`src/rtl/mc_pkg.sv`:
```
// Shared types and default sizing for the memory-controller request queue.
package mc_pkg;

    localparam int MC_DEPTH       = 16;
    localparam int MC_ADDR_W      = 33;
    localparam int MC_OP_W        = 2;
    localparam int MC_SERVICE_LAT = 100;
    localparam int MC_IDLE_LIMIT  = 101;

    typedef enum logic [MC_OP_W-1:0] {
        READ   = 2'd0,
        WRITE  = 2'd1,
        IFETCH = 2'd2
    } op_e;

    typedef struct packed {
        op_e                  op;
        logic [MC_ADDR_W-1:0] addr;
    } mc_req_t;

endpackage

```
`src/rtl/mc_req_queue_if.sv`:
```
// Request-in / retire-out handshake bundle between the request source, the queue and the scheduler.
interface mc_req_queue_if #(
    parameter int ADDR_W = mc_pkg::MC_ADDR_W,
    parameter int OP_W   = mc_pkg::MC_OP_W
);
    logic              in_valid;
    logic              in_ready;
    logic [OP_W-1:0]   in_op;
    logic [ADDR_W-1:0] in_addr;
    logic              out_valid;
    logic              out_ready;
    logic [OP_W-1:0]   out_op;
    logic [ADDR_W-1:0] out_addr;

    modport slave (
        input  in_valid, in_op, in_addr, out_ready,
        output in_ready, out_valid, out_op, out_addr
    );

    modport master (
        output in_valid, in_op, in_addr, out_ready,
        input  in_ready, out_valid, out_op, out_addr
    );
endinterface

```
`src/rtl/mc_ring_buf.sv`:
```
// In-order circular buffer of DEPTH payload slots with head/tail/count tracking.
module mc_ring_buf #(
    parameter int  DEPTH = 16,
    parameter type T     = logic,
    localparam int PTR_W = $clog2(DEPTH),
    localparam int CNT_W = $clog2(DEPTH + 1)
) (
    input  logic             clk,
    input  logic             rst_n,
    input  logic             flush,
    input  logic             wr_en,
    input  T                 wr_data,
    input  logic             rd_en,
    output T                 rd_data,
    output logic [PTR_W-1:0] head_ptr,
    output logic [PTR_W-1:0] tail_ptr,
    output logic [CNT_W-1:0] count
);

    T                 mem [DEPTH];
    logic [PTR_W-1:0] head_reg;
    logic [PTR_W-1:0] tail_reg;
    logic [CNT_W-1:0] count_reg;

    // DEPTH need not be a power of two, so wrap explicitly.
    function automatic logic [PTR_W-1:0] wrap_inc(input logic [PTR_W-1:0] p);
        return (p == PTR_W'(DEPTH - 1)) ? '0 : p + PTR_W'(1);
    endfunction

    always_ff @(posedge clk or negedge rst_n) begin
        if (!rst_n) begin
            head_reg  <= '0;
            tail_reg  <= '0;
            count_reg <= '0;
        end else if (flush) begin
            head_reg  <= '0;
            tail_reg  <= '0;
            count_reg <= '0;
        end else begin
            if (wr_en) tail_reg <= wrap_inc(tail_reg);
            if (rd_en) head_reg <= wrap_inc(head_reg);
            if (wr_en && !rd_en)
                count_reg <= count_reg + CNT_W'(1);
            else if (!wr_en && rd_en)
                count_reg <= count_reg - CNT_W'(1);
        end
    end

    // Slots are cleared on reset so the head fields read back as zero afterwards.
    always_ff @(posedge clk or negedge rst_n) begin
        if (!rst_n) begin
            for (int i = 0; i < DEPTH; i++) mem[i] <= '0;
        end else if (wr_en && !flush) begin
            mem[tail_reg] <= wr_data;
        end
    end

    assign rd_data  = mem[head_reg];
    assign head_ptr = head_reg;
    assign tail_ptr = tail_reg;
    assign count    = count_reg;

endmodule

```
`src/rtl/mc_req_queue.sv`:
```
// Memory-controller request queue: in-order buffer where each request becomes
// retirable SERVICE_LAT cycles after acceptance; also reports occupancy and idle timeout.
module mc_req_queue
    import mc_pkg::*;
#(
    parameter int  DEPTH       = MC_DEPTH,
    parameter int  ADDR_W      = MC_ADDR_W,
    parameter int  OP_W        = MC_OP_W,
    parameter int  SERVICE_LAT = MC_SERVICE_LAT,
    parameter int  IDLE_LIMIT  = MC_IDLE_LIMIT,
    localparam int CNT_W       = $clog2(DEPTH + 1)
) (
    input  logic             clk,
    input  logic             rst_n,
    mc_req_queue_if.slave    bus,
    input  logic             flush,
    output logic [CNT_W-1:0] count,
    output logic             idle
);

    localparam int PTR_W  = $clog2(DEPTH);
    localparam int AGE_W  = $clog2(SERVICE_LAT + 1);
    localparam int IDLE_W = $clog2(IDLE_LIMIT + 1);

    typedef struct packed {
        logic [OP_W-1:0]   op;
        logic [ADDR_W-1:0] addr;
    } payload_t;

    payload_t                    wr_data;
    payload_t                    head_data;
    logic [PTR_W-1:0]            head_ptr;
    logic [PTR_W-1:0]            tail_ptr;
    logic                        accept;
    logic                        retire;
    logic [DEPTH-1:0][AGE_W-1:0] age_vec;
    logic [IDLE_W-1:0]           idle_cnt_reg;

    // in_ready depends only on the registered count, so full-plus-retire never bypasses.
    assign bus.in_ready  = (count < CNT_W'(DEPTH));
    assign accept        = bus.in_valid && bus.in_ready && !flush;
    assign bus.out_valid = (count != '0) && (age_vec[head_ptr] == AGE_W'(SERVICE_LAT));
    assign retire        = bus.out_valid && bus.out_ready && !flush;
    assign wr_data       = {bus.in_op, bus.in_addr};
    assign bus.out_op    = head_data.op;
    assign bus.out_addr  = head_data.addr;

    mc_ring_buf #(
        .DEPTH (DEPTH),
        .T     (payload_t)
    ) u_ring (
        .clk      (clk),
        .rst_n    (rst_n),
        .flush    (flush),
        .wr_en    (accept),
        .wr_data  (wr_data),
        .rd_en    (retire),
        .rd_data  (head_data),
        .head_ptr (head_ptr),
        .tail_ptr (tail_ptr),
        .count    (count)
    );

    for (genvar gi = 0; gi < DEPTH; gi++) begin : g_slot
        localparam logic [CNT_W-1:0] SLOT    = CNT_W'(gi);
        localparam logic [CNT_W-1:0] DEPTH_C = CNT_W'(DEPTH);

        logic [CNT_W-1:0] offset;
        logic             occupied;
        logic [AGE_W-1:0] age_reg;

        // Distance from head modulo DEPTH; the slot is live when it lies within count.
        assign offset   = SLOT - CNT_W'(head_ptr) + ((SLOT < CNT_W'(head_ptr)) ? DEPTH_C : '0);
        assign occupied = (offset < count);

        always_ff @(posedge clk or negedge rst_n) begin
            if (!rst_n)
                age_reg <= '0;
            else if (flush || (accept && tail_ptr == PTR_W'(gi)))
                age_reg <= '0;
            else if (occupied && age_reg < AGE_W'(SERVICE_LAT))
                age_reg <= age_reg + AGE_W'(1);
        end

        assign age_vec[gi] = age_reg;
    end

    // The idle counter deliberately ignores flush; only traffic or occupancy clears it.
    always_ff @(posedge clk or negedge rst_n) begin
        if (!rst_n)
            idle_cnt_reg <= '0;
        else if (accept || count != '0)
            idle_cnt_reg <= '0;
        else if (idle_cnt_reg != IDLE_W'(IDLE_LIMIT))
            idle_cnt_reg <= idle_cnt_reg + IDLE_W'(1);
    end

    assign idle = (idle_cnt_reg == IDLE_W'(IDLE_LIMIT));

    a_count_bound : assert property (@(posedge clk) disable iff (!rst_n)
        count <= CNT_W'(DEPTH));

    a_no_accept_full : assert property (@(posedge clk) disable iff (!rst_n)
        !(accept && count == CNT_W'(DEPTH)));

    a_stall_stable : assert property (@(posedge clk) disable iff (!rst_n)
        (bus.out_valid && !bus.out_ready && !flush) |=> ($stable(bus.out_op) && $stable(bus.out_addr)));

endmodule
```
`src/flat_wrapper.sv`:
```
// flat-port wrapper written by rule: the top's interface ports become plain ports
module mc_req_queue_flat import mc_pkg::*;
#(
    parameter int  DEPTH       = MC_DEPTH,
    parameter int  ADDR_W      = MC_ADDR_W,
    parameter int  OP_W        = MC_OP_W,
    parameter int  SERVICE_LAT = MC_SERVICE_LAT,
    parameter int  IDLE_LIMIT  = MC_IDLE_LIMIT,
    localparam int CNT_W       = $clog2(DEPTH + 1)
)
  (clk, rst_n, flush, count, idle, bus_in_valid, bus_in_op, bus_in_addr, bus_out_ready, bus_in_ready, bus_out_valid, bus_out_op, bus_out_addr);
  mc_req_queue_if #(.ADDR_W(ADDR_W), .OP_W(OP_W)) bus_i ();
  input  logic clk;
  input  logic rst_n;
  input  logic flush;
  output logic [CNT_W-1:0] count;
  output logic idle;
  input wire logic [$bits(bus_i.in_valid)-1:0] bus_in_valid;
  input wire logic [$bits(bus_i.in_op)-1:0] bus_in_op;
  input wire logic [$bits(bus_i.in_addr)-1:0] bus_in_addr;
  input wire logic [$bits(bus_i.out_ready)-1:0] bus_out_ready;
  output wire logic [$bits(bus_i.in_ready)-1:0] bus_in_ready;
  output wire logic [$bits(bus_i.out_valid)-1:0] bus_out_valid;
  output wire logic [$bits(bus_i.out_op)-1:0] bus_out_op;
  output wire logic [$bits(bus_i.out_addr)-1:0] bus_out_addr;
  assign bus_i.in_valid = bus_in_valid;
  assign bus_i.in_op = bus_in_op;
  assign bus_i.in_addr = bus_in_addr;
  assign bus_i.out_ready = bus_out_ready;
  assign bus_in_ready = bus_i.in_ready;
  assign bus_out_valid = bus_i.out_valid;
  assign bus_out_op = bus_i.out_op;
  assign bus_out_addr = bus_i.out_addr;
  mc_req_queue #(.DEPTH(DEPTH), .ADDR_W(ADDR_W), .OP_W(OP_W), .SERVICE_LAT(SERVICE_LAT), .IDLE_LIMIT(IDLE_LIMIT)) u_core (.clk(clk), .rst_n(rst_n), .bus(bus_i), .flush(flush), .count(count), .idle(idle));
endmodule
```
`config.mk`:
```
export PLATFORM = sky130hd
export DESIGN_NAME = mc_req_queue_flat
export DESIGN_NICKNAME = d
export VERILOG_FILES = /design/src/rtl/mc_pkg.sv /design/src/rtl/mc_req_queue_if.sv /design/src/rtl/mc_ring_buf.sv /design/src/rtl/mc_req_queue.sv /design/src/flat_wrapper.sv
export SDC_FILE = /design/constraint.sdc
export NUM_CORES = 1
export LEC_CHECK = 0
export CORE_MARGIN = 10
export CORE_UTILIZATION = 35
export DETAILED_ROUTE_END_ITERATION = 8
export PLACE_DENSITY = 0.5
export SLEW_MARGIN = 40
export SYNTH_ARGS = -nofsm -noshare
export SYNTH_HDL_FRONTEND = slang
export SYNTH_SLANG_ARGS = --single-unit
```
`constraint.sdc`:
```
create_clock -name clk -period 6.5 [get_ports clk]
set_clock_uncertainty 0.05 [all_clocks]
set_input_delay 1.3 -clock clk [delete_from_list [all_inputs] [get_ports clk]]
set_output_delay 1.3 -clock clk [all_outputs]
set_load 0.02 [all_outputs]
```
### Word level (Yosys, flattened, before mapping)

Index checks and enable logic that the tools add are counted.
W data, S select, Z words.

* bitwise operators: 2
* magnitude comparators: 52
* mux-type cells: 66
* $add $sub $neg: 52
* equality and inequality tests: 19
* reduce and logical (&&, ||, !) cells: 83

Operators by type and width (count)
* $bwmux W560: 1
* $mux W7: 35
* $bmux W35 S4: 1
* $demux W35 S4: 1
* $add A7 B1 Y7 const B: 17
* $lt A7 B7 Y1 const B: 16
* $mux W35: 3
* $mux W5: 18
* $lt A5 B5 Y1: 16
* $add A5 B5 Y5: 15
* $logic_and A1 B1 Y1: 41
* $sub A4 B4 Y5 const A: 8
* $reduce_bool A2 Y1: 19
* $eq A4 B4 Y1 const B: 9
* $bmux W7 S4: 1
* $lt A4 B4 Y1 const A: 7
* $mux W4: 6
* $sub A3 B4 Y5 const A: 4
* $logic_or A1 B1 Y1: 17
* $eq A4 B3 Y1 const B: 4
* $lt A3 B4 Y1 const A: 4
* $eq A7 B7 Y1 const B: 2
* $ge A5 B5 Y1 const B: 2
* $not A4 Y5: 2
* other kinds (17): 25

* logic and storage cells: 326
* register bits: 692

### Depth between registers and ports, before layout

Gate-level depths: netlist of run 1.

* word-level depth: 10
* gate-level depth with buffers: 16
* depth with buffers taken out: 12

### Modules after synthesis

From an unflattened synthesis of run 1, not the netlist that was laid out.

* cell total of the unflattened synthesis: 2472
* area, all modules: 33686.1 sq um

Modules (own cells, without submodules)
* mc_ring_buf: cells each 1612, area an instance 26040.0 sq um, seq. area each 14338.8 sq um, instances 1
* mc_req_queue: cells each 860, area an instance 7646.1 sq um, seq. area each 2977.9 sq um, instances 1

### Least setup slack after synthesis of run 1

Ideal clock, no wire load.

* path type: register -> output
* start point: register u_core.u_ring.head_reg[1] (netlist: u_core.u_ring.head_ptr[1])
* end point: output bus_out_addr[10]
* required time: 5.150 ns
* cell stages (with the launch flop): 7
* slack: 2.711 ns
* arrival time: 2.439 ns
* cell sequence: dfrtp_1 -> buf_2 -> clkbuf_1 -> clkbuf_1 -> buf_1 -> mux4_2 -> mux4_2

* cells in the longest elaborated chain, start to end: 4

Ends and longest elaborated chain
* start: declaration: line mc_ring_buf.sv:21 `logic [PTR_W-1:0] head_reg;`
* start signal: assignment: line mc_ring_buf.sv:41 `if (rd_en) head_reg <= wrap_inc(head_reg);`
* $not A4 Y5 (not written as such): line mc_ring_buf.sv:58 `assign rd_data = mem[head_reg];`
* $bmux W35 S4: line mc_ring_buf.sv:58
* $mux W35 (not written as such) (2 in series): line mc_ring_buf.sv:58
* end: declaration: line flat_wrapper.sv:25 `output wire logic [$bits(bus_i.out_addr)-1:0] bus_out_addr;`

No other way between the ends. The select of a mux whose other input is x is not followed.

### Final worst setup path of run 1

* start point: register u_core.u_ring.head_reg[0] (netlist: u_core.u_ring.head_ptr[0])
* end point: output bus_out_addr[16]

Same word-level chain as after synthesis.

==> impl_metrics.csv, run 1 <==
group,metric,value,unit
synth,async_flop_share,1.000,
clock_tree,post_cts_resized,0,
global_routing,top_usage_layer,"met2",
setup_path,r2r-start,"u_core.u_ring.head_ptr[0]",
synth,syn-cell-area,33260,um2
clock_tree,ctsHoldBuffers,0,
routing,avgViaCountPerCell,5.349,
setup_path,critPathCaptureType,"output port",
setup_path,crit_arrival,3780,ps
clock_tree,clkLatencyLatePin,630,ps
synth,synth_seq_cells,692,
clock_tree,cts_tree,"done",
setup_path,critical_path_class,"register to output port",
synth,synth_top_family_by_area,"multiplexers",
global_routing,grt_pass1_vias,21071,
power,vdd_drop_max,0.2192,mV
synth,ys_types,67,
setup_path,worst_r2r_endpoint,"u_core.u_ring.count[4]",
clock_tree,post_cts_buffers,0,
finish,seq_area,17330,um2
timing,drv_slew,0,
routing,wl_per_cell,22.51,um
finish,multiInputGateArea,15210,um2
synth,synth_cells,2317,
setup_path,cp.required,5150,ps
run,drv_cap,0,
synth,synth_ff_type,"dfrtp_1",
timing,tightestPinTransition,862.0,ps
clock_tree,cts.sinks,692,
global_routing,use_met3,0.02722,
hold_path,hp-start,"u_core.u_ring.mem[204]",
synth,synthXorXnorAreaFrac,0.02490,
global_routing,grt_max_degree,154,
placement,port_buffers,82,
setup_path,cp_max_fo,45,
timing,setup_viol,0,
synth,yosysTopAreaCell,"dfrtp_1",
synth,synth_warnings,0,
power,total_power,12.17,mW
routing,drt-initial-drc-count,1161,
setup_path,worstSetupStartpointType,"register",
floorplan,core-area,94590,um2
floorplan,rows,113,
synth,syn_nets,2419,
global_routing,grt_util_met2,0.2530,
synth,synthMuxAreaShare,0.3157,
finish,diodes,0,
power,p_per_area,317.1,nW/um2
placement,place_congestion,0.7551,
global_routing,antenna_found_initial,5,
global_routing,grt_usage,0.1548,
setup_path,reg2reg_depth,12,
timing,fmaxAchievable,0.1951,GHz
finish,drive_gt1_frac,0.3884,
floorplan,ios,83,
floorplan,die_w,328.3,um
status,status,"finished, final reports clean",
timing,min_period,5125,ps
synth,avgSynthCellArea,14.36,um2
synth,netlist_top_cells_area,"dfrtp_1 (52%), mux2_2 (19%), mux4_2 (12%)",
clock_tree,path_clk_slew,60,ps
synth,synth-compound-area-share,0.03615,
timing,finalHoldViolations,0,
routing,wl,83.11,mm
synth,synthAdderAreaFrac,0.02355,
floorplan,die_h,328.3,um
hold_path,holdPathStages,1,
finish,fill_cells,8707,
timing,tns,0,ps
synth,synth-edff-count,0,
synth,yosysTopAreaCellShare,0.5206,
global_routing,grt_pass1_wl,130.4,mm
routing,drt_pre_antenna_iters,5,
global_routing,overflow,0,
routing,drtAntennaViolNets,0,
setup_path,r2r_slack,2230,ps
synth,yosys.area_share.simple,0.05590,
timing,grt_setup_unrepaired,"no",
clock_tree,cts_root_buf,"clkbuf_16",
clock_tree,cts_buffer_depth,3,
floorplan,start_util,0.3516,
finish,area_growth,15.39,%
floorplan,die_area,107800,um2
finish,final_nets,2468,
finish,largest_register_ffs,560,
power,leakage,17.57,nW
timing,finalCritPeriodShare,0.7885,
routing,drc_errors,0,
hold_path,min_path_type,"register to register",
clock_tree,numCtsBuffers,83,
routing,vias,19755,
global_routing,use_met1,0.2110,
clock_tree,h-tree-depth,3,
timing,slew-limit-headroom,0.4253,
synth,seq_area_frac_synth,0.5206,
placement,hpwl,49.74,mm
hold_path,min_to,"u_core.u_ring.mem[204]",
## through the flow
step	hold WS, ps	setup slack, ps	cells	util	cell area (um2)
2_1_floorplan	402.4	2711	2317	-	33260
3_3_place_gp	417.9	1738	3542	0.3742	35400
3_5_place_dp	430.2	1746	3543	0.3747	35440
4_1_cts	444.0	1276	3690	0.4049	38300
5_1_grt	457.1	1146	3693	0.4057	38380
6_report	445.2	1375	3693	0.4057	38380
## cells in the mapped netlist, types with 4 or more instances
library cell and n:
and2_1 23, a21oi_1 27, nand4b_1 6, nand2b_1 28, nor2_1 108, o21ba_2 11
o2111ai_1 18, a211oi_1 4, dfrtp_1 692, nand3_1 29, buf_2 43, clkbuf_1 99
a31oi_1 4, nor3_1 41, a21o_1 10, ha_1 61, nand3b_1 6, or3_1 4
inv_1 27, nand4_1 11, and3_1 19, xnor2_1 25, mux2i_1 14, xor2_1 67
o21a_1 9, o21ai_0 30, o311ai_0 14, mux2_2 559, nor3b_1 6, o211ai_1 17
mux4_2 179, nand2_1 58, a21boi_0 5, buf_1 9
## power by group
part,total [mW],internal (mW),switching (mW)
sequential,5.10,4.80,0.303
clock,4.82,2.95,1.87
combinational,2.24,1.11,1.14
total,12.2,8.86,3.31
## cell usage in the layout, fill, tap and decap left out, types with 10 or more instances in the layout
| master | netlist | routed |
|---|---|---|
| a21o_1 | 10 | 10 |
| nand3_1 | 29 | 29 |
| dfrtp_1 | 692 | 689 |
| clkbuf_1 | 99 | 23 |
| o21ai_0 | 30 | 29 |
| mux4_2 | 179 | 179 |
| o311ai_1 | 2 | 13 |
| buf_4 | 2 | 23 |
| clkbuf_16 | 0 | 83 |
| o21ba_2 | 11 | 11 |
| xnor2_1 | 25 | 25 |
| and2_1 | 23 | 19 |
| nand4_1 | 11 | 11 |
| nor2_1 | 108 | 108 |
| nand2b_1 | 28 | 28 |
| mux2_2 | 559 | 559 |
| nor3_1 | 41 | 41 |
| o2111ai_1 | 18 | 18 |
| nand2_2 | 0 | 11 |
| bufinv_16 | 0 | 10 |
| o211ai_1 | 17 | 17 |
| clkdlybuf4s50_1 | 0 | 80 |
| clkbuf_8 | 0 | 16 |
| ha_1 | 61 | 61 |
| a21oi_1 | 27 | 27 |
| nand2_1 | 58 | 46 |
| mux2i_1 | 14 | 14 |
| and3_1 | 19 | 19 |
| inv_1 | 27 | 26 |
| xor2_1 | 67 | 67 |
## final cells by class
class / count / area share
timing repair buffer: 119 / 0.03351
multi-input combinational: 1441 / 0.3964
clock inverter: 25 / 0.01223
clock buffer: 122 / 0.06211
sequential: 692 / 0.4515
tap: 1265 / 0.04124
inverter: 29 / 0.002967
## critical path, cell delays in order, from the launching register on
cell             delay [ps]
dfrtp_4                 910
buf_12                  440
mux4_2                  610
mux4_2                  540
clkdlybuf4s50_1         580
## worst max path at each step
stage | start | to | slack (ps)
final | u_core.u_ring.head_ptr[0] | bus_out_addr[16] | 1370
after global routing | u_core.u_ring.head_ptr[0] | bus_out_valid | 1150
after CTS | u_core.u_ring.head_ptr[0] | bus_out_addr[0] | 1280
after floorplan | u_core.u_ring.head_ptr[1] | bus_out_addr[10] | 2710
after global placement | bus_in_valid | u_core.u_ring.mem[198] | 1740
after detailed placement | bus_in_valid | u_core.u_ring.mem[376] | 1750
## layer usage
metal  part of all wire  routed length [um]
met5            0.00013                  11
met2               0.48               39690
met3              0.036                3001
met1               0.46               38600
met4              0.022                1804
## logic make-up after synthesis
kind of cell	Yosys count
AO/OA/AOI/OAI	167
XOR/XNOR	93
adder cells (fa/ha/maj)	62
buffers and inverters	184
flip-flops	692
multiplexers	755
AND/OR/NAND/NOR	364
Note: power is estimated with default switching activity, not from simulation.
==> run 2, diff against run 1 <==
Clock period 6.5 ns to 5.15 ns, I/O delays scaled along.
==> impl_metrics.csv, run 2 (same netlist as run 1, synthesis figures left out) <==
group,metric,value,unit
status,status,"finished, final reports clean",
routing,drt-initial-drc-count,1283,
clock_tree,numCtsBuffers,81,
clock_tree,h-tree-depth,3,
timing,finalCritPeriodShare,0.9330,
setup_path,crit_chain,"buf_12 -> mux4_2 -> mux4_2 -> clkdlybuf4s50_1",
global_routing,grt_max_degree,107,
finish,area_growth,15.65,%
clock_tree,cts_buffer_depth,3,
run,drv_cap,0,
clock_tree,cts_tree,"done",
finish,drive_gt1_frac,0.3924,
setup_path,critPathCaptureType,"output port",
finish,final_area,38460,um2
finish,largest_register_ffs,560,
timing,whs,359.9,ps
floorplan,ios,83,
clock_tree,cts_root_buf,"clkbuf_16",
finish,layout_common_cells,"dfrtp_1 (689), mux2_2 (559), mux4_2 (179)",
power,vdd_drop_max,0.2671,mV
setup_path,r2r_slack,940,ps
clock_tree,ctsHoldBuffers,0,
timing,drv_slew,0,
floorplan,die_area,107800,um2
power,pwr-share-clk,0.382,
setup_path,path_delay_family,"multiplexers",
routing,vias,19705,
global_routing,grt_pass1_wl,131.3,mm
timing,min_period,4805,ps
global_routing,grt_pass1_vias,21156,
setup_path,cp_max_fo,52,
timing,finalHoldViolations,0,
setup_path,cp.required,4070,ps
global_routing,top_usage_layer,"met2",
clock_tree,path_clk_slew,60,ps
floorplan,die_h,328.3,um
setup_path,critical_path.most_common_cell,"mux4_2",
global_routing,overflow,0,
setup_path,critical_path_class,"register to output port",
clock_tree,post_cts_buffers,0,
hold_path,min_path_type,"input port to asynchronous set/reset pin",
clock_tree,post_cts_resized,0,
finish,stdcell_count,3703,
routing,drc_errors,0,
global_routing,grt_util_met2,0.2627,
placement,place_congestion,0.7519,
setup_path,crit_arrival,3720,ps
timing,tightestPinTransition,830.2,ps
timing,setup_viol,0,
floorplan,rows,113,
placement,hpwl,48.49,mm
power,leakage,17.62,nW
power,p_switching,4.125,mW
floorplan,core-area,94590,um2
floorplan,die_w,328.3,um
placement,port_buffers,82,
finish,layout_commonest_cell,"dfrtp_1",
power,combPwrFrac,0.190,
power,p_sw_frac,0.2737,
global_routing,antenna_found_initial,7,
finish,final_nets,2478,
setup_path,crit_buf_inv,2,
timing,tns,0,ps
routing,wl_per_cell,22.95,um
power,internal_power,10.95,mW
timing,fmaxAchievable,0.2081,GHz
power,power_frac_seq,0.428,
global_routing,use_met1,0.2120,
timing,grt_setup_unrepaired,"no",
routing,drt_pre_antenna_iters,6,
timing,slew-limit-headroom,0.4395,
routing,wl,84.99,mm
setup_path,worstSetupStartpointType,"register",
global_routing,grt_usage,0.1580,
floorplan,start_util,0.3516,
placement,placed_cell_area,35790,um2
routing,avgViaCountPerCell,5.321,
power,total_power,15.07,mW
placement,dp.cells,3558,
setup_path,max_stage_delay,830,ps
clock_tree,cts.sinks,692,
global_routing,use_met3,0.02596,
routing,drtAntennaViolNets,0,
setup_path,cp_slowest_cell,"dfrtp_4",
power,p_per_area,391.8,nW/um2
clock_tree,clkLatencyLatePin,630,ps
## run 2: cell types whose count changed in the layout (fill, tap and decap cells not counted), moves of 3 or more
cell	change
buf_4	-3
clkinv_2	+7
clkbuf_8	+4
clkbuf_1	-5
buf_12	+18
bufinv_16	-4
## run 2: power groups by stage
stage | Clock (mW) | Sequential (mW) | Combinational (mW)
floorplan | 0 | 6.42 | 1.85
global placement | 0 | 6.49 | 2.82
detailed placement | 0 | 6.54 | 2.91
CTS | 5.94 | 6.44 | 2.92
global route | 6.16 | 6.52 | 3.14
finish | 5.76 | 6.44 | 2.86
## run 2: worst paths after layout
check                           cells past startpoint                     endpoint                 startpoint
worst max-delay path                                4             bus_out_addr[32]  u_core.u_ring.head_ptr[0]
worst max register to register                     13       u_core.u_ring.count[4]  u_core.u_ring.head_ptr[1]
worst min-delay path                                2  u_core.g_slot[4].age_reg[4]                      rst_n
max in group asynchronous                           5       u_core.u_ring.mem[205]                      rst_n
worst min register to register                      1       u_core.u_ring.mem[204]     u_core.u_ring.mem[204]
min in group clk                                    1       u_core.u_ring.mem[204]     u_core.u_ring.mem[204]
## run 2: final cells by class
cell class | instances | area (um2)
Timing Repair Buffer | 131 | 1558
Clock inverter | 24 | 301.5
Antenna cell | 2 | 5.005
Fill cell | 8598 | 56120
Inverter | 29 | 110.1
Clock buffer | 119 | 2370
Tap cell | 1265 | 1583
Sequential cell | 692 | 17330
Multi-Input combinational cell | 1441 | 15210
## run 2: metal layers
metal  share of wire  wire length [um]  vias to the layer above
met3           0.040              3433                      111
met2            0.48             41160                      319
met1            0.45             38650                    10554
li1                -                 -                     8711
met4           0.020              1678                       10
met5         0.00079                67                        -
## run 2: worst reg2reg max path: stages (launching register included)
cell and delay, ps:
dfrtp_4 620, buf_12 540, mux4_2 420, and2_1 170
o2111ai_1 110, nand3_1 190, a41o_2 480, nand2b_1 290
fa_1 460, a21o_1 200, a21o_1 200, nor3_1 130
mux2i_1 90, a31oi_1 170
## run 2: through the flow
step	utilization	setup WS [ps]
finish	0.4067	345.2
global route	0.4066	184.0
CTS	0.4066	247.0
detailed placement	0.3783	946.1
global placement	0.3777	944.2
floorplan	-	1631
==> run 3, diff against run 2 <==
Settings changed: CORE_UTILIZATION 35 to 55, PLACE_DENSITY 0.5 to 0.72.
==> impl_metrics.csv, run 3 (same netlist as run 1, synthesis figures left out) <==
group,metric,value,unit
status,status,"finished, final reports clean",
timing,finalHoldViolations,0,
setup_path,cp_max_fo,38,
power,p_per_area,397.6,nW/um2
clock_tree,cts_tree,"done",
setup_path,cp.required,4070,ps
finish,largest_register_ffs,560,
global_routing,grt_pass1_wl,123.7,mm
routing,drtAntennaViolNets,0,
global_routing,overflow,0,
floorplan,die_w,265.9,um
global_routing,antenna_found_initial,4,
clock_tree,numCtsBuffers,75,
clock_tree,post_cts_resized,0,
routing,wl_per_cell,24.20,um
finish,layout_common_cells,"dfrtp_1 (689), mux2_2 (559), mux4_2 (179)",
finish,utilization,0.6248,
power,pwr-share-clk,0.377,
power,vdd_drop_max,0.2608,mV
routing,drt_pre_antenna_iters,5,
routing,wl,77.52,mm
clock_tree,path_clk_slew,60,ps
timing,tns,0,ps
placement,hpwl,46.87,mm
power,p_switching,4.081,mW
placement,port_buffers,82,
routing,drt-initial-drc-count,1503,
timing,fmaxAchievable,0.2121,GHz
routing,avgViaCountPerCell,6.234,
finish,drive_gt1_frac,0.3917,
timing,grt_setup_unrepaired,"no",
power,p_sw_frac,0.2732,
timing,finalCritPeriodShare,0.9157,
finish,final_nets,2464,
finish,fill_cells,4387,
setup_path,crit_arrival,3640,ps
run,drv_cap,0,
floorplan,core-area,60130,um2
power,power_frac_seq,0.433,
clock_tree,cts_buffer_depth,3,
floorplan,die_h,265.9,um
clock_tree,ctsHoldBuffers,0,
clock_tree,cts.sinks,692,
floorplan,rows,90,
floorplan,ios,83,
timing,drv_slew,0,
power,leakage,17.49,nW
finish,area_growth,12.96,%
routing,drc_errors,0,
routing,vias,19968,
clock_tree,clkLatencyLatePin,620,ps
timing,tightestPinTransition,837.2,ps
clock_tree,cts_root_buf,"clkbuf_16",
global_routing,grt_usage,0.2233,
clock_tree,h-tree-depth,3,
power,combPwrFrac,0.190,
floorplan,die_area,70710,um2
global_routing,grt_max_degree,116,
setup_path,critical_path_class,"register to output port",
floorplan,start_util,0.5531,
timing,slew-limit-headroom,0.4399,
clock_tree,post_cts_buffers,0,
global_routing,grt_pass1_vias,21189,
finish,layout_commonest_cell,"dfrtp_1",
power,internal_power,10.86,mW
timing,min_period,4716,ps
timing,setup_viol,0,
hold_path,min_path_type,"input port to asynchronous set/reset pin",
setup_path,critPathCaptureType,"output port",
setup_path,worstSetupStartpointType,"register",
placement,place_congestion,0.8372,
==> run 3: cell types whose count changed in the layout (fill, tap and decap cells not counted), sizes merged, moves of 2 or more <==
cell and change:
buf -8, bufinv +2, clkbuf -14, inv +4
==> run 3: cell type report <==
class | count | area (um2) | area share
diodes | 1 | 2.502 | 0.00006660
repair buffers | 123 | 1340 | 0.03567
flip-flops and latches | 692 | 17330 | 0.4612
multi-input cells | 1441 | 15210 | 0.4049
clock inverters | 30 | 397.9 | 0.01059
well taps | 782 | 978.4 | 0.02604
inverters | 29 | 110.1 | 0.002931
clock buffers | 105 | 2201 | 0.05858
==> run 3: stage by stage <==
stage / total power [mW] / setup slack (ps) / cell area (um2) / hold WS, ps / instances
final: 14.94 / 434.3 / 37570 / 286.9 / 3203
after global routing: 15.58 / 307.7 / 37570 / 291.1 / 3203
after CTS: 15.05 / 390.5 / 37570 / 275.2 / 3202
after detailed placement: 9.389 / 784.4 / 34970 / 431.0 / 3067
after global placement: 9.243 / 945.7 / 34910 / 415.6 / 3065
after floorplan: 8.274 / 1631 / 33260 / 402.4 / 2317
==> run 3: power groups by stage <==
stage	clock [mW]	combinational, mW	sequential (mW)
6_report	5.63	2.83	6.47
5_1_grt	5.96	3.08	6.54
4_1_cts	5.73	2.86	6.46
3_5_place_dp	0	2.84	6.55
3_3_place_gp	0	2.75	6.50
2_1_floorplan	0	1.85	6.42
==> run 3: final timing paths <==
check / start / end / slack (ps) / cells after the start
setup / recovery: u_core.u_ring.head_ptr[0] / bus_out_addr[13] / 430 / 4
hold / removal: rst_n / u_core.g_slot[0].age_reg[6] / 290 / 1
setup reg to reg: u_core.u_ring.head_ptr[0] / u_core.u_ring.count[4] / 1000 / 12
hold reg to reg: u_core.u_ring.mem[205] / u_core.u_ring.mem[205] / 440 / 1
max in group asynchronous: rst_n / u_core.u_ring.mem[406] / 3490 / 3
min in group clk: u_core.u_ring.mem[205] / u_core.u_ring.mem[205] / 440 / 1
==> run 3: critical path: stages (launching register included) <==
cell and delay [ps]:
dfrtp_4 890, buf_12 370, mux4_2 600, mux4_2 560, clkdlybuf4s50_1 570
==> run 3: per-layer routing <==
layer  part of all wire  track usage
met4              0.022      0.05960
met3              0.047      0.03894
met2               0.49       0.3663
met5            0.00052            0
met1               0.44       0.3045
